### src/rtl/vram_arb_pkg.sv
// Shared types and defaults for the vector-RAM port arbiter.
package vram_arb_pkg;

    // Owner of the BRAM port for the current cycle.
    typedef enum logic [1:0] {
        IDLE  = 2'd0,
        WSLOT = 2'd1,
        RSLOT = 2'd2
    } slot_t;

    localparam logic [15:0] VRAM_BASE_DEFAULT = 16'h2000;
    localparam int          VRAM_AW_DEFAULT   = 13;

    // True when a window-relative offset addresses a word inside the RAM.
    function automatic logic in_window(input logic [15:0] off, input int aw);
        return (off >> aw) == 16'd0;
    endfunction

endpackage

### src/rtl/valid_delay_line.sv
// Fixed-depth shift register carrying read-valid tokens alongside a
// pipelined memory read. A flush kills every token in flight, including the
// one that would emerge during the flush cycle itself.
module valid_delay_line #(
    parameter int DEPTH = 1
) (
    input  logic clk,
    input  logic rst,
    input  logic flush,
    input  logic din,
    output logic dout
);

    logic [DEPTH-1:0] sr;

    generate
        if (DEPTH == 1) begin : g_one
            // Single-stage token register.
            always_ff @(posedge clk or posedge rst) begin
                if (rst)        sr <= '0;
                else if (flush) sr <= '0;
                else            sr <= din;
            end
        end else begin : g_many
            // Multi-stage token shift register.
            always_ff @(posedge clk or posedge rst) begin
                if (rst)        sr <= '0;
                else if (flush) sr <= '0;
                else            sr <= {sr[DEPTH-2:0], din};
            end
        end
    endgenerate

    assign dout = sr[DEPTH-1] & ~flush;

endmodule

### src/rtl/vram_port_arbiter.sv
// Time-shares the single vector-RAM BRAM port between drained CPU writes
// and vector-generator reads, with a starvation limit for pending writes.
//
//   slot  | meaning
//   IDLE  | port unused (after reset or vector-generator reset)
//   WSLOT | write queue granted (can_write=1); a presented write commits
//   RSLOT | vector generator owns the port; a request is acked and issued
module vram_port_arbiter
    import vram_arb_pkg::*;
#(
    parameter logic [15:0] VRAM_BASE    = VRAM_BASE_DEFAULT,
    parameter int          VRAM_AW      = VRAM_AW_DEFAULT,
    parameter int          READ_LATENCY = 1,
    parameter int          MAX_STARVE   = 7
) (
    input  logic               clk,
    input  logic               rst,
    input  logic               wr_pending,
    output logic               can_write,
    input  logic               wr_valid,
    input  logic [15:0]        wr_addr,
    input  logic [7:0]         wr_data,
    input  logic               vg_req,
    input  logic [VRAM_AW-1:0] vg_addr,
    output logic               vg_ack,
    output logic [7:0]         vg_data,
    output logic               vg_data_valid,
    input  logic               vgrst,
    output logic [VRAM_AW-1:0] bram_addr,
    output logic [7:0]         bram_din,
    output logic               bram_we,
    input  logic [7:0]         bram_dout,
    output logic               wr_drop
);

    localparam int SW = (MAX_STARVE < 2) ? 1 : $clog2(MAX_STARVE + 1);

    slot_t         slot;
    slot_t         slot_nxt;
    logic [SW-1:0] starve_cnt;
    logic          starve_max;
    logic [15:0]   off;
    logic          win;
    logic          commit;
    logic          rd_issue;

    assign off        = wr_addr - VRAM_BASE;
    assign win        = in_window(off, VRAM_AW);
    assign commit     = (slot == WSLOT) && wr_valid;
    assign starve_max = (starve_cnt == SW'(MAX_STARVE));

    // Next slot: vector-generator reset wins, then a starved write, then reads.
    always_comb begin
        slot_nxt = WSLOT;
        if (vgrst)                         slot_nxt = IDLE;
        else if (starve_max && wr_pending) slot_nxt = WSLOT;
        else if (vg_req)                   slot_nxt = RSLOT;
    end

    // Slot register; the grant is its own flop so it never sees wr_valid.
    always_ff @(posedge clk or posedge rst) begin
        if (rst) begin
            slot      <= IDLE;
            can_write <= 1'b0;
        end else begin
            slot      <= slot_nxt;
            can_write <= (slot_nxt == WSLOT);
        end
    end

    // Port mux driven by the current slot owner.
    always_comb begin
        bram_we   = 1'b0;
        bram_addr = '0;
        bram_din  = wr_data;
        vg_ack    = 1'b0;
        rd_issue  = 1'b0;
        case (slot)
            WSLOT: begin
                if (wr_valid) begin
                    bram_addr = off[VRAM_AW-1:0];
                    bram_we   = win;
                end
            end
            RSLOT: begin
                bram_addr = vg_addr;
                vg_ack    = vg_req;
                rd_issue  = vg_req;
            end
            default: begin
                bram_we = 1'b0;
            end
        endcase
    end

    // Starvation counter: restarts whenever the write side is not waiting.
    always_ff @(posedge clk or posedge rst) begin
        if (rst) begin
            starve_cnt <= '0;
        end else if (commit || !wr_pending || vgrst) begin
            starve_cnt <= '0;
        end else if (!starve_max) begin
            starve_cnt <= starve_cnt + 1'b1;
        end
    end

    // Out-of-window writes are consumed silently but flagged one cycle later.
    always_ff @(posedge clk or posedge rst) begin
        if (rst) wr_drop <= 1'b0;
        else     wr_drop <= commit && !win;
    end

    valid_delay_line #(
        .DEPTH (READ_LATENCY)
    ) u_rd_valid (
        .clk   (clk),
        .rst   (rst),
        .flush (vgrst),
        .din   (rd_issue),
        .dout  (vg_data_valid)
    );

    assign vg_data = bram_dout;

endmodule
### config.mk
export PLATFORM = sky130hd
export DESIGN_NAME = vram_port_arbiter
export DESIGN_NICKNAME = d
export VERILOG_FILES = /design/src/rtl/vram_arb_pkg.sv /design/src/rtl/valid_delay_line.sv /design/src/rtl/vram_port_arbiter.sv
export SDC_FILE = /design/constraint.sdc
export NUM_CORES = 1
export LEC_CHECK = 0
export BUFFER_PORTS_ARGS = -buffer_cell sky130_fd_sc_hd__clkbuf_2
export CORE_MARGIN = 5
export CORE_UTILIZATION = 30
export CTS_BUF_LIST = sky130_fd_sc_hd__clkbuf_4 sky130_fd_sc_hd__clkbuf_8 sky130_fd_sc_hd__clkbuf_16
export CTS_CLUSTER_DIAMETER = 100
export DETAILED_ROUTE_END_ITERATION = 12
export GPL_ROUTABILITY_DRIVEN = 0
export PLACE_DENSITY_LB_ADDON = 0.1
export SLEW_MARGIN = 0
export SYNTH_ARGS = -nofsm -noshare
export SYNTH_HDL_FRONTEND = slang
export SYNTH_SLANG_ARGS = --single-unit
### constraint.sdc
create_clock -name clk -period 1.8 [get_ports clk]
set_clock_uncertainty 0.15 [all_clocks]
set_input_delay 0.18 -clock clk [delete_from_list [all_inputs] [get_ports clk]]
set_output_delay 0.18 -clock clk [all_outputs]
set_load 0.005 [all_outputs]
==> results of run 1 <==
[worst min path at each step]
stage	start	endpoint	cells past startpoint
after floorplan	rst	can_write	1
after global placement	rst	starve_cnt[0]	2
after detailed placement	rst	wr_drop	2
after CTS	wr_addr[15]	wr_drop	3
after global routing	wr_addr[15]	wr_drop	3
final	wr_addr[15]	wr_drop	3
[cell usage in the layout, fill, tap and decap left out, drive strengths merged, types with 2 or more instances in the layout]
| cell type | n |
|---|---|
| clkbuf | 54 |
| and3b | 2 |
| inv | 4 |
| a21oi | 3 |
| nand2b | 2 |
| ha | 4 |
| nor2 | 2 |
| dfrtp | 8 |
| dlygate4sd3 | 5 |
| mux2i | 2 |
| and2b | 2 |
| a22o | 13 |
| nor3 | 3 |
| and2 | 2 |
[where the power goes]
| part | switching (mW) | leakage, nW | internal, mW |
|---|---|---|---|
| clock network | 0.0565 | 0.0138 | 0.0760 |
| logic | 0.0449 | 0.406 | 0.0671 |
| registers | 0.00403 | 0.107 | 0.187 |
| total | 0.105 | 0.527 | 0.330 |
[cell type report]
| cell class | instances | area (sq um) |
|---|---|---|
| fillers | 223 | 1230 |
| multi-input cells | 40 | 333 |
| repair buffers | 57 | 310 |
| flip-flops and latches | 8 | 200 |
| well taps | 28 | 35.0 |
| clock buffers | 3 | 22.5 |
| inverters | 4 | 15.0 |
[worst max-delay path, delay by kind of cell (launching register included)]
kind / cells / cell delay, ns
adder cells (fa/ha/maj): 1 / 0.29
flip-flops: 1 / 0.41
buffers and inverters: 1 / 0.11
AND/OR/NAND/NOR: 1 / 0.26
AO/OA/AOI/OAI: 1 / 0.21
[sequential cells by signal, indices dropped and copies added (netlist names)]
signal	count
u_rd_valid.sr	1
slot	2
wr_drop	1
can_write	1
starve_cnt	3
[metrics by stage]
| stage | hold slack, ns | TNS [ns] | setup slack [ns] | util (%) |
|---|---|---|---|---|
| 4_1_cts | 0.0963 | -0.627 | -0.0616 | 42.5 |
| 6_report | 0.104 | -0.659 | -0.0681 | 42.6 |
| 3_5_place_dp | -0.0217 | 0 | 0.141 | 37.7 |
| 5_1_grt | 0.131 | -1.44 | -0.129 | 42.6 |
| 2_1_floorplan | -0.154 | 0 | 0.301 | - |
| 3_3_place_gp | -0.0234 | 0 | 0.153 | 37.7 |
[what timing repair did]
action / 4_1_cts / 5_1_grt
setup endpoints to repair: 13 / 14
gates cloned: 2 / 0
endpoints found under the hold margin: 12 / 0
hold buffers: 5 / 0
resized for setup: 3 / 4
pin swaps: 8 / 1
[cells by family (layout without fill, tap and decap cells)]
family          count (synthesis)  count (layout)  synth area share [%]
compound gates                 17              17                  20.6
xor+xnor                        1               1                  1.32
fa+ha+maj                       4               4                  7.56
buf+inv                        23              64                  24.6
flops                           8               8                  30.2
mux                             2               2                  3.02
simple gates                   14              16                  12.7
[per-layer routing]
layer,GRT usage (%),vias to the layer above
li1,-,313
met1,11.5,293
met2,21.2,47
met3,6.33,4
met4,3.64,0
met5,0,-
==> summary.md, run 1 <==
| Metric | Value |
|---|---|
| Status | `finished, violations left` |
| Violated checks | `setup timing` |
| CP required | `roughly 1.5 ns` |
| TritonCTS clock tree | `built` |
| Async set-reset flop share out of synthesis | `100%` |
| Initial Util | `30.8%` |
| Leakage | `approximately 0.53 nW` |
| Count of final setup violators | `13` |
| Initial DRC count | `8` |
| PortBufs | `52` |
| Seq/Total Area, Yosys | `between 30% and 40%` |
| Distinct cells, synth | `20` |
| Clk sinks | `8` |
| Slew HR | `79.7%` |
| Worst setup EP type | `output pin` |
| # IOs | `85` |
| Biggest area consumer among synthesized cells | `dfrtp_1` |
| CTS buffer count | `3` |
| Post-CTS Setup Repair Bufs | `0` |
| R2R Path Start | `starve_cnt[0]` |
| Least-Margin Pin Slew | `0.304 ns` |
| Synth area leaders | `dfrtp_1 (30%), buf_4 (18%), a22o_1 (17%), ha_1 (7.6%), buf_6 (3.4%)` |
| Synth-to-Final Area Change | `38.4%` |
| Met3 Wirelength | `approximately 320 microns` |
| Fin cells | `140` |
| Synth warn | `0` |
| Final Critical Period | `1.87 ns` |
| Initial antenna violation count | `0` |
| Largest net degree at the start of global routing | `9` |
| Routed wl met2 | `just under 900 microns` |
| Top FF cell, synth | `dfrtp_1` |
| Max Used Layer | `met4` |
| Metal1 wirelength | `665 microns` |
| Critical path arrival | `approximately 1.5 ns` |
| Net Count, Synth | `roughly 120` |
| DR WL/cell | `13.5 microns` |
| Count leader, synth | `buf_4` |
| #FFs+latches synth | `8` |
| Critical Path Max Stage Delay | `approximately 0.41 ns` |
| Vias/cell | `4.69` |
| Crit path max-delay cell type | `dfrtp_1` |
| Die height | `57.0 microns` |
| R2R setup slack | `0.42 ns` |
| CTS H-tree lvls | `1` |
| Maxcap violations | `0` |
| Overall Power | `0.435 mW` |
| Post-Synthesis Cell Area | `662 sq um` |
| Placed Cells | `130` |
| RSZ-0062 raised after global routing | `true` |
| Grt ovf | `0` |
| Post-Place Cell Area | `810 sq um` |
| Worst min path class | `in2reg` |
| Crit-path cells | `ha_4 > and2b_2 > a22o_1 > clkbuf_2` |
| Syn Inst Count | `69` |
| Number of synthesized flops with an enable pin | `0` |
| Clock Latency Late Sink | `0.25 ns` |
| Drt first pass iters | `2` |
| Worst r2r path cells | `4` |
| Peak supply drop | `approximately 0.36 mV` |
| Fmax | `535 MHz` |
| Setup ws final | `-0.0681 ns` |
| Post-DRT Antenna Nets | `0` |
| Core box area | `2150 sq um` |
| Setup CP Type | `reg2out` |
| Std-Cell Rows | `17` |
| Via count | `approximately 660` |
| Final Slew Violations | `0` |
| First-pass GRT wire length | `3090 microns` |
| Synth top area share | `30.2%` |
| Pwr Density | `475 nW/um^2` |
| Period utilisation layout | `104%` |
| Final hold viol count | `0` |
| Clock transition at the registers of the reported paths | `0.05 ns` |
| WL final | `1890 microns` |
| Reg2reg end | `starve_cnt[0]` |
| CTS root buf | `clkbuf_4` |
| N_diodes | `0` |
| Clock Path Buffers | `2` |
| Critical path startpoint category | `flip-flop` |
| Crit-path max FO | `6` |
| Syn avg cell area | `9.59 sq um` |
| GRT Util Overall | `11.8%` |
| # DRC | `0` |
| Setup crit start | `slot[1]` |
| Synth top cells by count | `buf_4 (16), a22o_1 (13), dfrtp_1 (8)` |
| Die area | `3250 sq um` |
| Vias in the first global route | `696` |
| Worst Setup EP | `bram_addr[8]` |
| Share of cells above drive strength 1 | `55.4%` |
| Layout Nets | `between 150 and 200` |
| Die Wd | `57.0 microns` |
| Fin area | `916 sq um` |
Power figures use the tool's default switching activity.
==> run 2: changes to the inputs <==
--- a/config.mk
+++ b/config.mk
@@ -12,7 +12,7 @@
 export CTS_CLUSTER_DIAMETER = 100
 export DETAILED_ROUTE_END_ITERATION = 12
 export GPL_ROUTABILITY_DRIVEN = 0
-export PLACE_DENSITY_LB_ADDON = 0.1
+export PLACE_DENSITY_LB_ADDON = 0.3
 export SLEW_MARGIN = 0
 export SYNTH_ARGS = -nofsm -noshare
 export SYNTH_HDL_FRONTEND = slang
==> run 2 against run 1 <==
Against the previous run: the run still ends with setup timing left; combinational power is essentially flat; critical path depth is the same; worst setup slack gained 0.034 ns; wire length is essentially flat; sequential power is essentially flat; cell count is the same; critical path type unchanged; highest routed layer unchanged.
==> summary.md, run 2 (synthesis results as in run 1) <==
| Metric | Value |
|---|---|
| Leading cell type in the layout, fill and taps excluded | `clkbuf_2` |
| Fill cells | `207 (-7.2%)` |
| Final Core Density | `42.6% (-0.058 points)` |
| CTS root buf | `clkbuf_4` |
| Gate power share | `25.6% (about the same)` |
| Setup TNS | `-0.299 ns (+0.360 ns)` |
| Vias in the first global route | `693 (-0.43%)` |
| WL final | `1890 microns (about the same)` |
| Core box area | `2150 sq um (unchanged)` |
| # DRC | `0 (unchanged)` |
| Final Critical Period | `1.83 ns (-0.0338 ns)` |
| Count of final setup violators | `13 (unchanged)` |
| Clock transition at the registers of the reported paths | `0.05 ns (about the same)` |
| Fmax | `545 MHz (+1.8%)` |
| Vias/cell | `4.72 (+0.61%)` |
| Peak supply drop | `0.276 mV (-23%)` |
| Final Slew Violations | `0 (unchanged)` |
| CP required | `1.47 ns (about the same)` |
| Most frequent cells in the layout | `clkbuf_2 (52), a22o_1 (13), dfrtp_1 (8)` |
| Via count | `661 (+0.61%)` |
| Psw | `0.108 mW (+2.7%)` |
| Slew HR | `79.7% (about the same)` |
| Post-CTS Setup Repair Bufs | `0 (unchanged)` |
| Die height | `57.0 microns (unchanged)` |
| GRT Util Overall | `11.4% (-0.36 points)` |
| CTS H-tree lvls | `1 (unchanged)` |
| Largest register FFs | `3 (unchanged)` |
| Pwr Density | `478 nW/um^2 (+0.65%)` |
| Largest net degree at the start of global routing | `9 (unchanged)` |
| Post-DRT Antenna Nets | `0 (unchanged)` |
| Layout Nets | `169 (unchanged)` |
| Violated checks | `setup timing` |
| Clock Latency Late Sink | `0.25 ns (about the same)` |
| Setup CP Type | `reg2out` |
| Critical path arrival | `1.50 ns (-0.04 ns)` |
| Net Sw Frac | `24.7% (+0.53 points)` |
| Leakage | `0.525 nW (-0.31%)` |
| Die Wd | `57.0 microns (unchanged)` |
| Worst setup EP type | `output pin` |
| P_int | `0.329 mW (-0.19%)` |
| HPWL after DPL | `~1500 microns` |
| Initial antenna violation count | `0 (unchanged)` |
| Crit-path max FO | `6 (unchanged)` |
| Synth-to-Final Area Change | `38.2%` |
| # IOs | `85 (unchanged)` |
| Largest registers | `starve_cnt (3), slot (2)` |
| Critical path startpoint category | `flip-flop` |
| N_diodes | `0 (unchanged)` |
| First-pass GRT wire length | `3020 microns (-2.5%)` |
| DR WL/cell | `13.5 microns (about the same)` |
| Reg with most FFs | `starve_cnt` |
| Clock Path Buffers | `2 (unchanged)` |
| Initial Util | `30.8% (unchanged)` |
| Die area | `3250 sq um (unchanged)` |
| Clk sinks | `8 (unchanged)` |
| PortBufs | `52 (unchanged)` |
| Setup ws final | `-0.0343 ns (+0.0338 ns)` |
| Least-Margin Pin Slew | `0.304 ns (-0.0000556 ns)` |
| Status | `finished, violations left` |
| Period utilisation layout | `102% (-1.9 points)` |
| Maxcap violations | `0 (unchanged)` |
| Std-Cell Rows | `17 (unchanged)` |
| TritonCTS clock tree | `built` |
| Drt first pass iters | `2 (unchanged)` |
| Share of cells above drive strength 1 | `55.4% (unchanged)` |
| Clock Power Share | `30.7% (+0.3 points)` |
| RSZ-0062 raised after global routing | `true` |
| Final hold viol count | `0 (unchanged)` |
| Reg power frac | `43.6% (-0.3 points)` |
| Grt ovf | `0 (unchanged)` |
| Worst min path class | `in2reg` |
| Initial DRC count | `7 (-1)` |
| CTS buffer count | `3 (unchanged)` |
run 2: changes by cell type in the layout (fill, tap and decap cells not counted), sizes merged:
| cell | change |
|---|---|
| clkbuf | +1 |
| buf | -1 |
run 2: power groups by stage:
stage / logic, mW / clock network [mW] / registers [mW]
floorplan: 0.0684 / 0 / 0.193
CTS: 0.113 / 0.143 / 0.191
detailed placement: 0.0959 / 0 / 0.193
global route: 0.125 / 0.158 / 0.191
finish: 0.112 / 0.134 / 0.191
global placement: 0.0941 / 0 / 0.193
run 2: final timing paths:
kind / start / endpoint / slack, ns / cells past startpoint
max: slot[1] / bram_addr[12] / -0.03 / 4
min in group asynchronous: rst / wr_drop / 0.27 / 3
max in group asynchronous: rst / can_write / 1.00 / 3
min: wr_addr[15] / wr_drop / 0.09 / 3
max reg2reg: starve_cnt[0] / starve_cnt[0] / 0.37 / 4
min reg2reg: starve_cnt[2] / starve_cnt[2] / 0.45 / 2
run 2: cell type report:
type,instances,area [sq um],share of cell area [%]
Clock buffer,3,22.5,2.46
Inverter,4,15.0,1.64
Multi-Input combinational cell,40,332,36.3
Sequential cell,8,200,21.9
Tap cell,28,35.0,3.83
Timing Repair Buffer,57,310,33.9
run 2: through the flow:
step	area (sq um)	instances	hold WS (ns)	power, mW	worst slack, ns
after detailed placement	810	130	-0.0318	0.289	0.136
final	915	140	0.0919	0.438	-0.0343
after global routing	915	140	0.0987	0.474	-0.104
after CTS	913	140	0.0767	0.447	-0.0548
after global placement	810	130	-0.0332	0.287	0.167
after floorplan	662	69	-0.154	0.261	0.301
run 2: critical path: stages, from the launching register on:
cell and delay [ns]:
dfrtp_1 0.40, ha_4 0.28, and2b_2 0.25, a22o_1 0.21, clkbuf_2 0.11
run 2: what timing repair did:
item	4_1_cts	5_1_grt
hold endpoints to repair	12	0
gates cloned	2	0
hold buffers	5	0
endpoints found under the setup margin	13	14
pin swaps	13	6
resized for setup	4	1
run 2: metal layers:
layer  up-vias  GRT usage, %  share of wire [%]  routed length [microns]
met5         -             0                  0                        0
met4         0          4.30               0.42                        8
met3         2          5.88                 17                      327
met2        53          20.4                 46                      875
met1       289          11.2                 36                      681
li1        317             -                  -                        -
